==> src/rtl/fsm_step_pkg.sv <==
// ---------------------------------------------------------------------------
// fsm_step_pkg
// Shared types and constants for the step scheduler.
//   state_t   : scheduler state enum (IDLE, RUN, SINGLE, DONE)
//   LEDG_*    : one-hot LEDG codes, one per state
//   ledgOf()  : maps a state to its LEDG code; unknown encodings show IDLE
// ---------------------------------------------------------------------------
package fsm_step_pkg;

   typedef enum logic [1:0] {
      ST_IDLE   = 2'd0,
      ST_RUN    = 2'd1,
      ST_SINGLE = 2'd2,
      ST_DONE   = 2'd3
   } state_t;

   localparam logic [3:0] LEDG_IDLE   = 4'b0001;
   localparam logic [3:0] LEDG_RUN    = 4'b0010;
   localparam logic [3:0] LEDG_SINGLE = 4'b0100;
   localparam logic [3:0] LEDG_DONE   = 4'b1000;

   // The LEDG pattern is a pure function of the state, so the FSM can
   // register it from the next-state value and keep it in step with state_q.
   function automatic logic [3:0] ledgOf(input state_t s);
      logic [3:0] code;
      case (s)
         ST_IDLE:   code = LEDG_IDLE;
         ST_RUN:    code = LEDG_RUN;
         ST_SINGLE: code = LEDG_SINGLE;
         ST_DONE:   code = LEDG_DONE;
         default:   code = LEDG_IDLE;
      endcase
      return code;
   endfunction

endpackage

==> src/rtl/sync_edge.sv <==
// ---------------------------------------------------------------------------
// sync_edge
// Multi-flop synchroniser for one asynchronous input, followed by a history
// flop that turns level changes of the synchronised value into one-cycle
// rise/fall pulses.
//   clk_i    : sampling clock
//   rst_ni   : asynchronous active-low reset; chain and history take RESET_VAL
//   d_i      : asynchronous input
//   level_o  : synchronised level (last chain stage)
//   rise_o   : one-cycle pulse on a synchronised 0->1 transition
//   fall_o   : one-cycle pulse on a synchronised 1->0 transition
// ---------------------------------------------------------------------------
module sync_edge #(
   parameter int   SYNC_STAGES = 2,
   parameter logic RESET_VAL   = 1'b0
) (
   input  logic clk_i,
   input  logic rst_ni,
   input  logic d_i,
   output logic level_o,
   output logic rise_o,
   output logic fall_o
);

   logic [SYNC_STAGES-1:0] chain_q;
   logic                   prev_q;

   // Shift the raw input through the chain; prev_q holds the previous
   // synchronised value so edges can be seen one cycle after they settle.
   // Resetting to RESET_VAL keeps a released button (idle high) from looking
   // like a press right after reset.
   always_ff @(posedge clk_i or negedge rst_ni) begin
      if (!rst_ni) begin
         chain_q <= {SYNC_STAGES{RESET_VAL}};
         prev_q  <= RESET_VAL;
      end else begin
         chain_q <= {chain_q[SYNC_STAGES-2:0], d_i};
         prev_q  <= chain_q[SYNC_STAGES-1];
      end
   end

   // Edge pulses compare the settled value against last cycle's value.
   assign level_o = chain_q[SYNC_STAGES-1];
   assign rise_o  = chain_q[SYNC_STAGES-1] & ~prev_q;
   assign fall_o  = ~chain_q[SYNC_STAGES-1] & prev_q;

endmodule

==> src/rtl/fsm_step_sched.sv <==
// ---------------------------------------------------------------------------
// fsm_step_sched
// Step scheduler for the mod-6 lab counter. Merges a synchronised,
// edge-detected push-button and a prescaled free-running tick into
// single-cycle step enables on CLOCK_50, with clear and one-shot lap modes.
//   CLOCK_50  : system clock
//   KEY[0]    : asynchronous active-low reset
//   KEY[1]    : manual step button, active-low, asynchronous
//   SW[0]     : run enable
//   SW[1]     : one-shot mode (stop after the lap that wraps the counter)
//   SW[2]     : clear request (acts on its synchronised rising edge)
//   tc        : counter terminal flag (counter sitting in s5)
//   step_en   : one-cycle advance pulse to the counter
//   clr       : one-cycle clear pulse to the counter
//   busy      : high while in RUN
//   LEDG[3:0] : one-hot state display {DONE, SINGLE, RUN, IDLE}
// ---------------------------------------------------------------------------
module fsm_step_sched
   import fsm_step_pkg::*;
#(
   parameter int PRESCALE    = 50_000_000,
   parameter int SYNC_STAGES = 2
) (
   input  logic       CLOCK_50,
   input  logic [1:0] KEY,
   input  logic [2:0] SW,
   input  logic       tc,
   output logic       step_en,
   output logic       clr,
   output logic       busy,
   output logic [3:0] LEDG
);

   localparam int             PSC_W   = $clog2(PRESCALE);
   localparam logic [PSC_W-1:0] PSC_MAX = PSC_W'(PRESCALE - 1);

   logic rst_n;
   assign rst_n = KEY[0];

   // Button and clear request need edge pulses, so they get the full
   // synchroniser-with-edge-detect. The button idles high.
   logic keyLevel, keyRise, keyFall;
   logic clrLevel, clrRise, clrFall;

   sync_edge #(
      .SYNC_STAGES (SYNC_STAGES),
      .RESET_VAL   (1'b1)
   ) u_keySync (
      .clk_i   (CLOCK_50),
      .rst_ni  (rst_n),
      .d_i     (KEY[1]),
      .level_o (keyLevel),
      .rise_o  (keyRise),
      .fall_o  (keyFall)
   );

   sync_edge #(
      .SYNC_STAGES (SYNC_STAGES),
      .RESET_VAL   (1'b0)
   ) u_clrSync (
      .clk_i   (CLOCK_50),
      .rst_ni  (rst_n),
      .d_i     (SW[2]),
      .level_o (clrLevel),
      .rise_o  (clrRise),
      .fall_o  (clrFall)
   );

   logic unusedSyncOutputs;
   assign unusedSyncOutputs = &{1'b0, keyLevel, keyRise, clrLevel, clrFall};

   // Run and one-shot switches are only used as levels, so plain chains.
   logic [SYNC_STAGES-1:0] runSync_q;
   logic [SYNC_STAGES-1:0] oneShotSync_q;
   logic                   runOn;
   logic                   oneShotOn;

   always_ff @(posedge CLOCK_50 or negedge rst_n) begin
      if (!rst_n) begin
         runSync_q     <= '0;
         oneShotSync_q <= '0;
      end else begin
         runSync_q     <= {runSync_q[SYNC_STAGES-2:0], SW[0]};
         oneShotSync_q <= {oneShotSync_q[SYNC_STAGES-2:0], SW[1]};
      end
   end

   assign runOn     = runSync_q[SYNC_STAGES-1];
   assign oneShotOn = oneShotSync_q[SYNC_STAGES-1];

   state_t           state_q, state_d;
   logic [PSC_W-1:0] psc_q, psc_d;
   logic             tick_q, tick_d;
   logic             stepEn_q, stepEn_d;
   logic             clr_q, clr_d;
   logic             busy_q;
   logic [3:0]       ledg_q;

   // Next-state logic. Clear wins over everything and suppresses any step
   // in the same cycle. The prescale tick is registered (tick_q) so tc is
   // sampled in the cycle before step_en; the prescaler only advances while
   // the FSM stays in RUN, so it is zero on every RUN entry.
   always_comb begin
      state_d  = state_q;
      psc_d    = '0;
      tick_d   = 1'b0;
      stepEn_d = 1'b0;
      clr_d    = 1'b0;
      if (clrRise) begin
         clr_d   = 1'b1;
         state_d = ST_IDLE;
      end else begin
         case (state_q)
            ST_IDLE: begin
               if (keyFall) begin
                  state_d = ST_SINGLE;
               end else if (runOn) begin
                  state_d = ST_RUN;
               end
            end
            ST_SINGLE: begin
               stepEn_d = 1'b1;
               state_d  = ST_IDLE;
            end
            ST_RUN: begin
               if (!runOn) begin
                  state_d = ST_IDLE;
               end else begin
                  if (tick_q) begin
                     stepEn_d = 1'b1;
                     if (tc && oneShotOn) begin
                        state_d = ST_DONE;
                     end
                  end
                  if (state_d == ST_RUN) begin
                     tick_d = (psc_q == PSC_MAX);
                     psc_d  = (psc_q == PSC_MAX) ? '0 : psc_q + 1'b1;
                  end
               end
            end
            ST_DONE: begin
               if (!runOn) begin
                  state_d = ST_IDLE;
               end
            end
            default: begin
               state_d = ST_IDLE;
            end
         endcase
      end
   end

   // State and every output are registered together; LEDG and busy are
   // derived from the next state so they change on the same edge as state_q.
   always_ff @(posedge CLOCK_50 or negedge rst_n) begin
      if (!rst_n) begin
         state_q  <= ST_IDLE;
         psc_q    <= '0;
         tick_q   <= 1'b0;
         stepEn_q <= 1'b0;
         clr_q    <= 1'b0;
         busy_q   <= 1'b0;
         ledg_q   <= LEDG_IDLE;
      end else begin
         state_q  <= state_d;
         psc_q    <= psc_d;
         tick_q   <= tick_d;
         stepEn_q <= stepEn_d;
         clr_q    <= clr_d;
         busy_q   <= (state_d == ST_RUN);
         ledg_q   <= ledgOf(state_d);
      end
   end

   assign step_en = stepEn_q;
   assign clr     = clr_q;
   assign busy    = busy_q;
   assign LEDG    = ledg_q;

endmodule

==> config.mk <==
export PLATFORM = sky130hd
export DESIGN_NAME = fsm_step_sched
export DESIGN_NICKNAME = d
export VERILOG_FILES = /design/src/rtl/fsm_step_pkg.sv /design/src/rtl/sync_edge.sv /design/src/rtl/fsm_step_sched.sv
export SDC_FILE = /design/constraint.sdc
export NUM_CORES = 1
export LEC_CHECK = 0
export ABC_AREA = 0
export CAP_MARGIN = 20
export CORE_UTILIZATION = 55
export DETAILED_ROUTE_END_ITERATION = 10
export DONT_BUFFER_PORTS = 1
export PLACE_DENSITY = 0.67
export SYNTH_ARGS = -nofsm -noshare
export SYNTH_HDL_FRONTEND = slang
export SYNTH_HIERARCHICAL = 1
export SYNTH_SLANG_ARGS = --single-unit
==> constraint.sdc <==
create_clock -name CLOCK_50 -period 1.9 [get_ports CLOCK_50]
set_input_delay 0.19 -clock CLOCK_50 [delete_from_list [all_inputs] [get_ports CLOCK_50]]
set_output_delay 0.19 -clock CLOCK_50 [all_outputs]
set_load 0.05 [all_outputs]
[Word level (Yosys, flattened, before mapping)]
Cells that the tools add are included.
W data, S select, Z words.
Word-level totals
  flip-flop bits (word level): 46
  bits of input ports: 7
  output and inout bits: 7
  logic and storage cells: 55
Operators by class
  $add $sub $neg: 1
  equal/unequal tests: 8
  muxes and demuxes: 26
  bitwise gates (word level): 4
  reductions and logical operators: 3
Operator list (number)
  $mux W26: 5
  $add A26 B1 Y26 const B: 1
  $eq A26 B26 Y1 const B: 1
  $mux W2: 10
  $pmux W4 S4: 1
  $eq A2 B2 Y1 const B: 4
  $mux W1: 8
  $pmux W2 S4: 1
  $eq A2 B1 Y1 const B: 3
  $logic_not A2 Y1: 2
  $and A1 B1 Y1: 2
  $not A1 Y1: 2
  $pmux W1 S2: 1
  $logic_and A1 B1 Y1: 1

[Logic depth before layout (Yosys ltp)]
Gate-level depths: netlist of the first run.
  depth after elaboration: 11
  depth in mapped cells: 7
  depth with buffers taken out: 7

[Cells and area by module]
Netlist of the first run, hierarchy kept.
By module, submodules not included
  fsm_step_sched: instances 1, cells each 184, area an instance 1898.1 um2, seq. area each 977.2 um2
  sync_edge (u_keySync): instances 1, cells each 5, area an instance 93.8 um2, seq. area each 78.8 um2
  sync_edge (u_clrSync): instances 1, cells each 5, area an instance 90.1 um2, seq. area each 75.1 um2

[Worst setup path after synthesis of the first run]
No wires, ideal clock.
  kind: register to register
  from: register psc_q[0]
  to: register psc_q[19]
  library setup time: 0.077 ns
  arrival: 1.641 ns
  required time: 1.823 ns
  setup slack: 0.181 ns
  cell stages (with the launch flop): 8
  buffers on the path: 2
  clock period less this slack: 1.719 ns
  cells stage by stage: dfrtp_1 > ha_1 > and4_1 > buf_4 > and3_1 > a31o_2 > buf_2 > a21oi_1
On the way
  longest elaborated chain between the ends: 6
  elaborated cells on any way between the ends: 7
  those cells by class: 1 x add/sub; 1 x eq/ne; 5 x mux
Ends and longest elaborated chain
  start: declaration: RTL line fsm_step_sched.sv:92  | logic [PSC_W-1:0] psc_q, psc_d;
  start signal: assignment: RTL line fsm_step_sched.sv:166  | psc_q <= psc_d;
  $add A26 B1 Y26 or $eq A26 B26 Y1 (tied branches): RTL line fsm_step_sched.sv:137  | psc_d = (psc_q == PSC_MAX) ? '0 : psc_q + 1'b1;
  $mux W26 *: RTL line fsm_step_sched.sv:137
  $mux W26 *: RTL line fsm_step_sched.sv:135  | if (state_d == ST_RUN) begin
  $mux W26 *: RTL line fsm_step_sched.sv:126  | if (!runOn) begin
  $mux W26 *: RTL line fsm_step_sched.sv:113  | case (state_q)
  $mux W26 *: RTL line fsm_step_sched.sv:109  | if (clrRise) begin
  net psc_d[19]: RTL line fsm_step_sched.sv:92
The timed path passes the listed nets; every way through them passes the cells marked *.

[Worst setup path after layout of the first run]
  from: register psc_q[0]
  to: register psc_q[1]
The elaborated chain is that of the path after synthesis.

==> results of run 1 <==
==> area by class of cell <==
cell class | instances | area [sq um]
Multi-Input combinational cell | 135 | 873
Timing Repair Buffer | 13 | 135
Clock inverter | 3 | 21.3
Tap cell | 46 | 57.6
Sequential cell | 45 | 1130
Fill cell | 295 | 1160
Clock buffer | 5 | 68.8
Inverter | 6 | 22.5
==> worst max path at each step <==
| stage | start | end | slack [ns] | depth (start not counted) |
|---|---|---|---|---|
| final | psc_q[0]$_DFF_PN0_ | psc_q[1]$_DFF_PN0_ | 0.12 | 6 |
| after global routing | state_q[1]$_DFF_PN0_ | psc_q[12]$_DFF_PN0_ | 0.03 | 7 |
| after CTS | psc_q[0]$_DFF_PN0_ | psc_q[1]$_DFF_PN0_ | 0.11 | 6 |
| after detailed placement | psc_q[0]$_DFF_PN0_ | psc_q[24]$_DFF_PN0_ | 0.12 | 5 |
| after global placement | psc_q[0]$_DFF_PN0_ | psc_q[24]$_DFF_PN0_ | 0.17 | 5 |
| after floorplan | psc_q[0]$_DFF_PN0_ | psc_q[19]$_DFF_PN0_ | 0.18 | 7 |
==> routing by layer <==
metal,share of wire,wire [um],GRT usage,vias to the layer above
met5,0,0,0,-
met4,0.014,51,0.0625,0
met3,0.035,127,0.0543,9
met2,0.47,1720,0.360,30
met1,0.48,1760,0.291,708
li1,-,-,-,711
==> metrics by stage <==
stage	area [sq um]	hold WS (ns)	instances	utilization	power, uW
floorplan	2070	-0.106	192	-	1380
global placement	2140	-0.105	238	0.617	1440
detailed placement	2140	-0.105	238	0.617	1460
CTS	2300	0.213	252	0.663	2080
global route	2310	0.247	253	0.666	2160
finish	2310	0.220	253	0.666	2050
==> flip-flops by register name, summed over array words and instances (netlist names) <==
signal	count
psc_q	26
busy	1
state_q	2
runSync_q	2
step_en	1
LEDG	3
u_keySync/chain_q	2
tick_q	1
u_clrSync/chain_q	2
oneShotSync_q	2
u_keySync/prev_q	1
u_clrSync/prev_q	1
clr	1
==> what timing repair did <==
| item | in CTS | in global routing |
|---|---|---|
| setup endpoints to repair | 0 | 2 |
| setup buffers | 0 | 1 |
| resized for setup | 0 | 1 |
| endpoints found under the hold margin | 49 | 0 |
| hold buffers | 6 | 0 |
==> layout by cell type (no fill, tap or decap), types with 4 or more instances in the layout <==
cell type,instances
a21oi_1,12
and3_1,4
buf_4,6
clkbuf_8,5
dfrtp_1,41
dfstp_2,4
dlygate4sd3_1,5
ha_1,5
inv_1,6
nand2_1,10
nand3_1,12
nand4_1,6
nor2_1,20
o21ai_0,7
o31ai_1,8
or3_1,4
or4_1,8
xor2_1,11
==> report_power, final <==
group	leakage [uW]	internal, uW	switching (uW)
sequential	0.000594	1030	124
combinational	0.000314	119	197
clock	0.0000445	261	323
total	0.000952	1410	644
==> tightest hold or removal path, stage by stage <==
cell     delay, ns
nand3_1       0.08
nand4_1       0.16
nor2_1        0.06
==> summary.md, run 1 <==
| Metric | Value |
|---|---|
| PortBufs | 0 |
| Final setup violating endpoints | 0 |
| CTS tree | built |
| Crit Reg-Reg Endpoint | psc_q[1]$_DFF_PN0_ |
| Pins over their slew limit | 0 |
| Vias in the first global route | 1544 |
| Slew @ Worst Pin | 0.445 ns |
| Syn Nets | 204 |
| Largest net degree at the start of global routing | 46 |
| CP Cell Sequence | ha_1 > and4_2 > and3_1 > a31o_2 > buf_4 > nor2_1 |
| Detailed Route Iter0 Violations | 128 |
| Final worst-path cycle share | 0.939 |
| Fmax | 560 MHz |
| Final worst setup slack | 0.116 ns |
| DRT antenna net count | 0 |
| Critical Path RT | 2.12 ns |
| Synth warn | 6 |
| Number of vias per cell | 5.76 |
| Worst-skew pair later-pin latency | 0.30 ns |
| Max stage delay on crit path | 0.41 ns |
| CP top delay family | simple AND/OR/NAND/NOR gates |
| Maximum vdd drop | 0.670 mV |
| Die height | 63.3 um |
| Gate Count Post-Synth | 192 |
| DIE WIDTH | 63.3 um |
| Reg2Reg Setup Slack | 0.12 ns |
| Reg2reg path depth | 6 |
| Placement Setup Slack | 0.119 ns |
| WL/cell | 14.5 um |
| Unrepaired setup endpoints after global routing | false |
| Routability cong. | 0.889 |
| Total global-route track usage | 0.220 |
| H-tree depth | 2 |
| Row cnt | 21 |
| Final TNS setup | 0 ns |
| CTS Buf Count | 5 |
| Area grow syn2layout | 11.7% |
| Core area | 3470 sq um |
| Pwr/cell area | 888 nW/um^2 |
| Final Hold Viols | 0 |
| Fin nets | 218 |
| Hold endpoint | tick_q$_DFF_PN0_ |
| HPWL after DPL | 2500 um |
| Starting density of the core | 0.596 |
| Clock transition at path regs | 0.08 ns |
| Pleak | 0.000952 uW |
| Worst R2R Start | psc_q[0]$_DFF_PN0_ |
| CP Max Fanout | 12 |
| First-pass GRT wire length | 6800 um |
| CP Buf/Inv Count | 1 |
| Diode count | 0 |
| Number of max-cap violations | 0 |
| Min-delay worst type | primary input to flop |
| Largest buffer count on any clock path | 2 |
| CP endpoint kind | flop |
| Outcome | finished clean |
| CP Launch Type | flop |
| CP max stage cell | dfrtp_1 |
| DRT Pass-1 Iters | 4 |
| Min Tclk post-route | 1.78 ns |
| Die area | 4010 sq um |
| Clock Skews | 0.0114 ns |
| Root Buffer | clkbuf_8 |
| Type of the worst setup path | flop to flop |
| Fraction of layout cells with a size suffix above 1 | 0.150 |
| Gr ovfl total | 0 |
| Routed vias | 1458 |
| DRC Markers | 0 |
| Worst slew margin | 0.703 |
| WHS Path Cells | 3 |
| Min-delay src | tc |
| # IOs | 14 |
| Syn_area_per_cell | 10.8 sq um |
| Drt total wl | 3670 um |
| Clock sink count | 45 |
| Initial antenna violation count | 0 |
| Worst Path Arrival | 2.00 ns |
| Mapped Area | 2070 sq um |
No activity file was read; power rests on OpenSTA's default activity.
==> run 2, diff against run 1 <==
CAP_MARGIN = 0   (was 20)
CORE_MARGIN = 1   (was unset)
RECOVER_POWER = 100   (was unset)
==> run 2 against run 1 <==
  * Combinational power is 6.9% lower
  * Highest routed layer unchanged
  * Sequential power hardly changed
  * Maximum frequency hardly changed
  * Count of clock-buffer cells in the layout stayed put
  * Design area is 1.1% lower
  * First-iteration DRC count is 15% lower
  * Clock skew hardly changed
  * Clock power hardly changed
==> summary.md, run 2 (synthesis results as in run 1) <==
| Metric | Value |
|---|---|
| Pleak | 0.000937 uW |
| Final TNS setup | 0 ns |
| Most frequent cells in the layout | dfrtp_1 (41), nor2_1 (20), nand3_1 (12), a21oi_1 (12), xor2_1 (11) |
| Routed vias | 1462 |
| Min-delay worst type | primary input to flop |
| DRT Pass-1 Iters | 4 |
| # IOs | 14 |
| CP Cell Sequence | ha_1 > and4_2 > and3_1 > a31o_2 > buf_4 > nor2_1 |
| Routability cong. | 0.889 |
| Die area | 4010 sq um |
| Commonest non-fill, non-tap cell in the layout | dfrtp_1 |
| Drt total wl | 3690 um |
| Total Power | 2020 uW |
| Total global-route track usage | 0.220 |
| Pins over their slew limit | 0 |
| Unrepaired setup endpoints after global routing | false |
| Fraction of layout cells with a size suffix above 1 | 0.130 |
| CTS tree | built |
| Min Tclk post-route | 1.78 ns |
| Final Hold Viols | 0 |
| Fmax | 560 MHz |
| Number of vias per cell | 5.78 |
| HPWL after DPL | 2500 um |
| Starting density of the core | 0.596 |
| DP Cell Count | 238 |
| CP Buf/Inv Count | 1 |
| Vias in the first global route | 1544 |
| DRC Markers | 0 |
| Root Buffer | clkbuf_8 |
| CTS Buf Count | 5 |
| Diode count | 0 |
| Critical Path RT | 2.12 ns |
| Register with the most flip-flops | psc_q |
| PortBufs | 0 |
| Maximum vdd drop | 0.669 mV |
| Area grow syn2layout | 10.5% |
| Row cnt | 21 |
| Outcome | finished clean |
| Clock Skews | 0.0117 ns |
| Fin nets | 218 |
| Non-filler cells, final | 253 |
| Die height | 63.3 um |
| Largest buffer count on any clock path | 2 |
| Gr ovfl total | 0 |
| Type of the worst setup path | flop to flop |
| WL/cell | 14.6 um |
| CP Max Fanout | 12 |
| First-pass GRT wire length | 6800 um |
| DIE WIDTH | 63.3 um |
| H-tree depth | 2 |
| Min-delay src | tc |
| Clock sink count | 45 |
| CP Launch Type | flop |
| Pwr/cell area | 886 nW/um^2 |
| Number of max-cap violations | 0 |
| DRT antenna net count | 0 |
| Slew @ Worst Pin | 1.06 ns |
| Final worst setup slack | 0.116 ns |
| Final worst-path cycle share | 0.939 |
| Fillers | 302 |
| Worst slew margin | 0.294 |
| Placement Setup Slack | 0.119 ns |
| Initial antenna violation count | 0 |
| CP startpoint | psc_q[0]$_DFF_PN0_ |
| Detailed Route Iter0 Violations | 109 |
| CP max stage cell | dfrtp_1 |
| Largest net degree at the start of global routing | 46 |
| CP top delay family | simple AND/OR/NAND/NOR gates |
| Max reg flops | 26 |
| Final setup violating endpoints | 0 |
| Worst Path Arrival | 2.00 ns |
| Max stage delay on crit path | 0.41 ns |
| Worst-skew pair later-pin latency | 0.30 ns |
| Core area | 3470 sq um |
| Worst R2R Start | psc_q[0]$_DFF_PN0_ |
| Clock transition at path regs | 0.08 ns |
| CP endpoint kind | flop |
## run 2: cell count changes in the layout (fill, tap and decap cells not counted)
| cell | before | now |
|---|---|---|
| clkbuf_2 | 0 | 2 |
| and2_0 | 0 | 1 |
| and2_1 | 2 | 1 |
| clkbuf_1 | 0 | 2 |
| dfstp_1 | 0 | 2 |
| dfstp_2 | 4 | 2 |
| buf_4 | 6 | 3 |
| buf_12 | 2 | 1 |
## run 2: stage by stage
step	cell area, sq um	hold slack (ns)	utilization
after floorplan	2070	-0.106	-
after global placement	2140	-0.105	0.617
after detailed placement	2140	-0.105	0.617
after CTS	2300	0.213	0.663
after global routing	2280	0.247	0.659
final	2280	0.222	0.659
## run 2: what timing repair did
action | in CTS | in global routing
hold buffers | 6 | 0
resized for setup | 0 | 1
setup endpoints to repair | 0 | 2
hold endpoints to repair | 49 | 0
buffers inserted | 0 | 1
## run 2: final cells by class
cell class	count	area [sq um]	area share
multi-input cells	135	873	0.382
inverters	6	22.5	0.00986
clock inverters	3	21.3	0.00931
clock buffers	5	68.8	0.0301
flip-flops and latches	45	1130	0.495
repair buffers	13	110	0.0482
well taps	46	57.6	0.0252
## run 2: power breakdown
group,internal [uW],switching [uW]
clock network,261,321
logic,97.0,198
registers,1020,124
total,1380,644
## run 2: metal layers
layer / track usage / wire length, um
met1: 0.291 / 1750
met2: 0.360 / 1750
met3: 0.0543 / 140
met4: 0.0625 / 44
met5: 0 / 0
## run 2: final timing paths
check / cells past startpoint / to / slack [ns]
worst max register to register: 6 / psc_q[1]$_DFF_PN0_ / 0.12
worst min-delay path: 3 / tick_q$_DFF_PN0_ / 0.22
worst max-delay path: 6 / psc_q[1]$_DFF_PN0_ / 0.12
min in group asynchronous: 2 / psc_q[21]$_DFF_PN0_ / 0.61
max in group asynchronous: 2 / psc_q[13]$_DFF_PN0_ / 0.62
worst min register to register: 0 / runSync_q[1]$_DFF_PN0_ / 0.36
## run 2: worst reg2reg max path: stages, from the launching register on
cell	delay [ns]
dfrtp_1	0.41
ha_1	0.24
and4_2	0.30
and3_1	0.19
a31o_2	0.26
buf_4	0.18
nor2_1	0.12
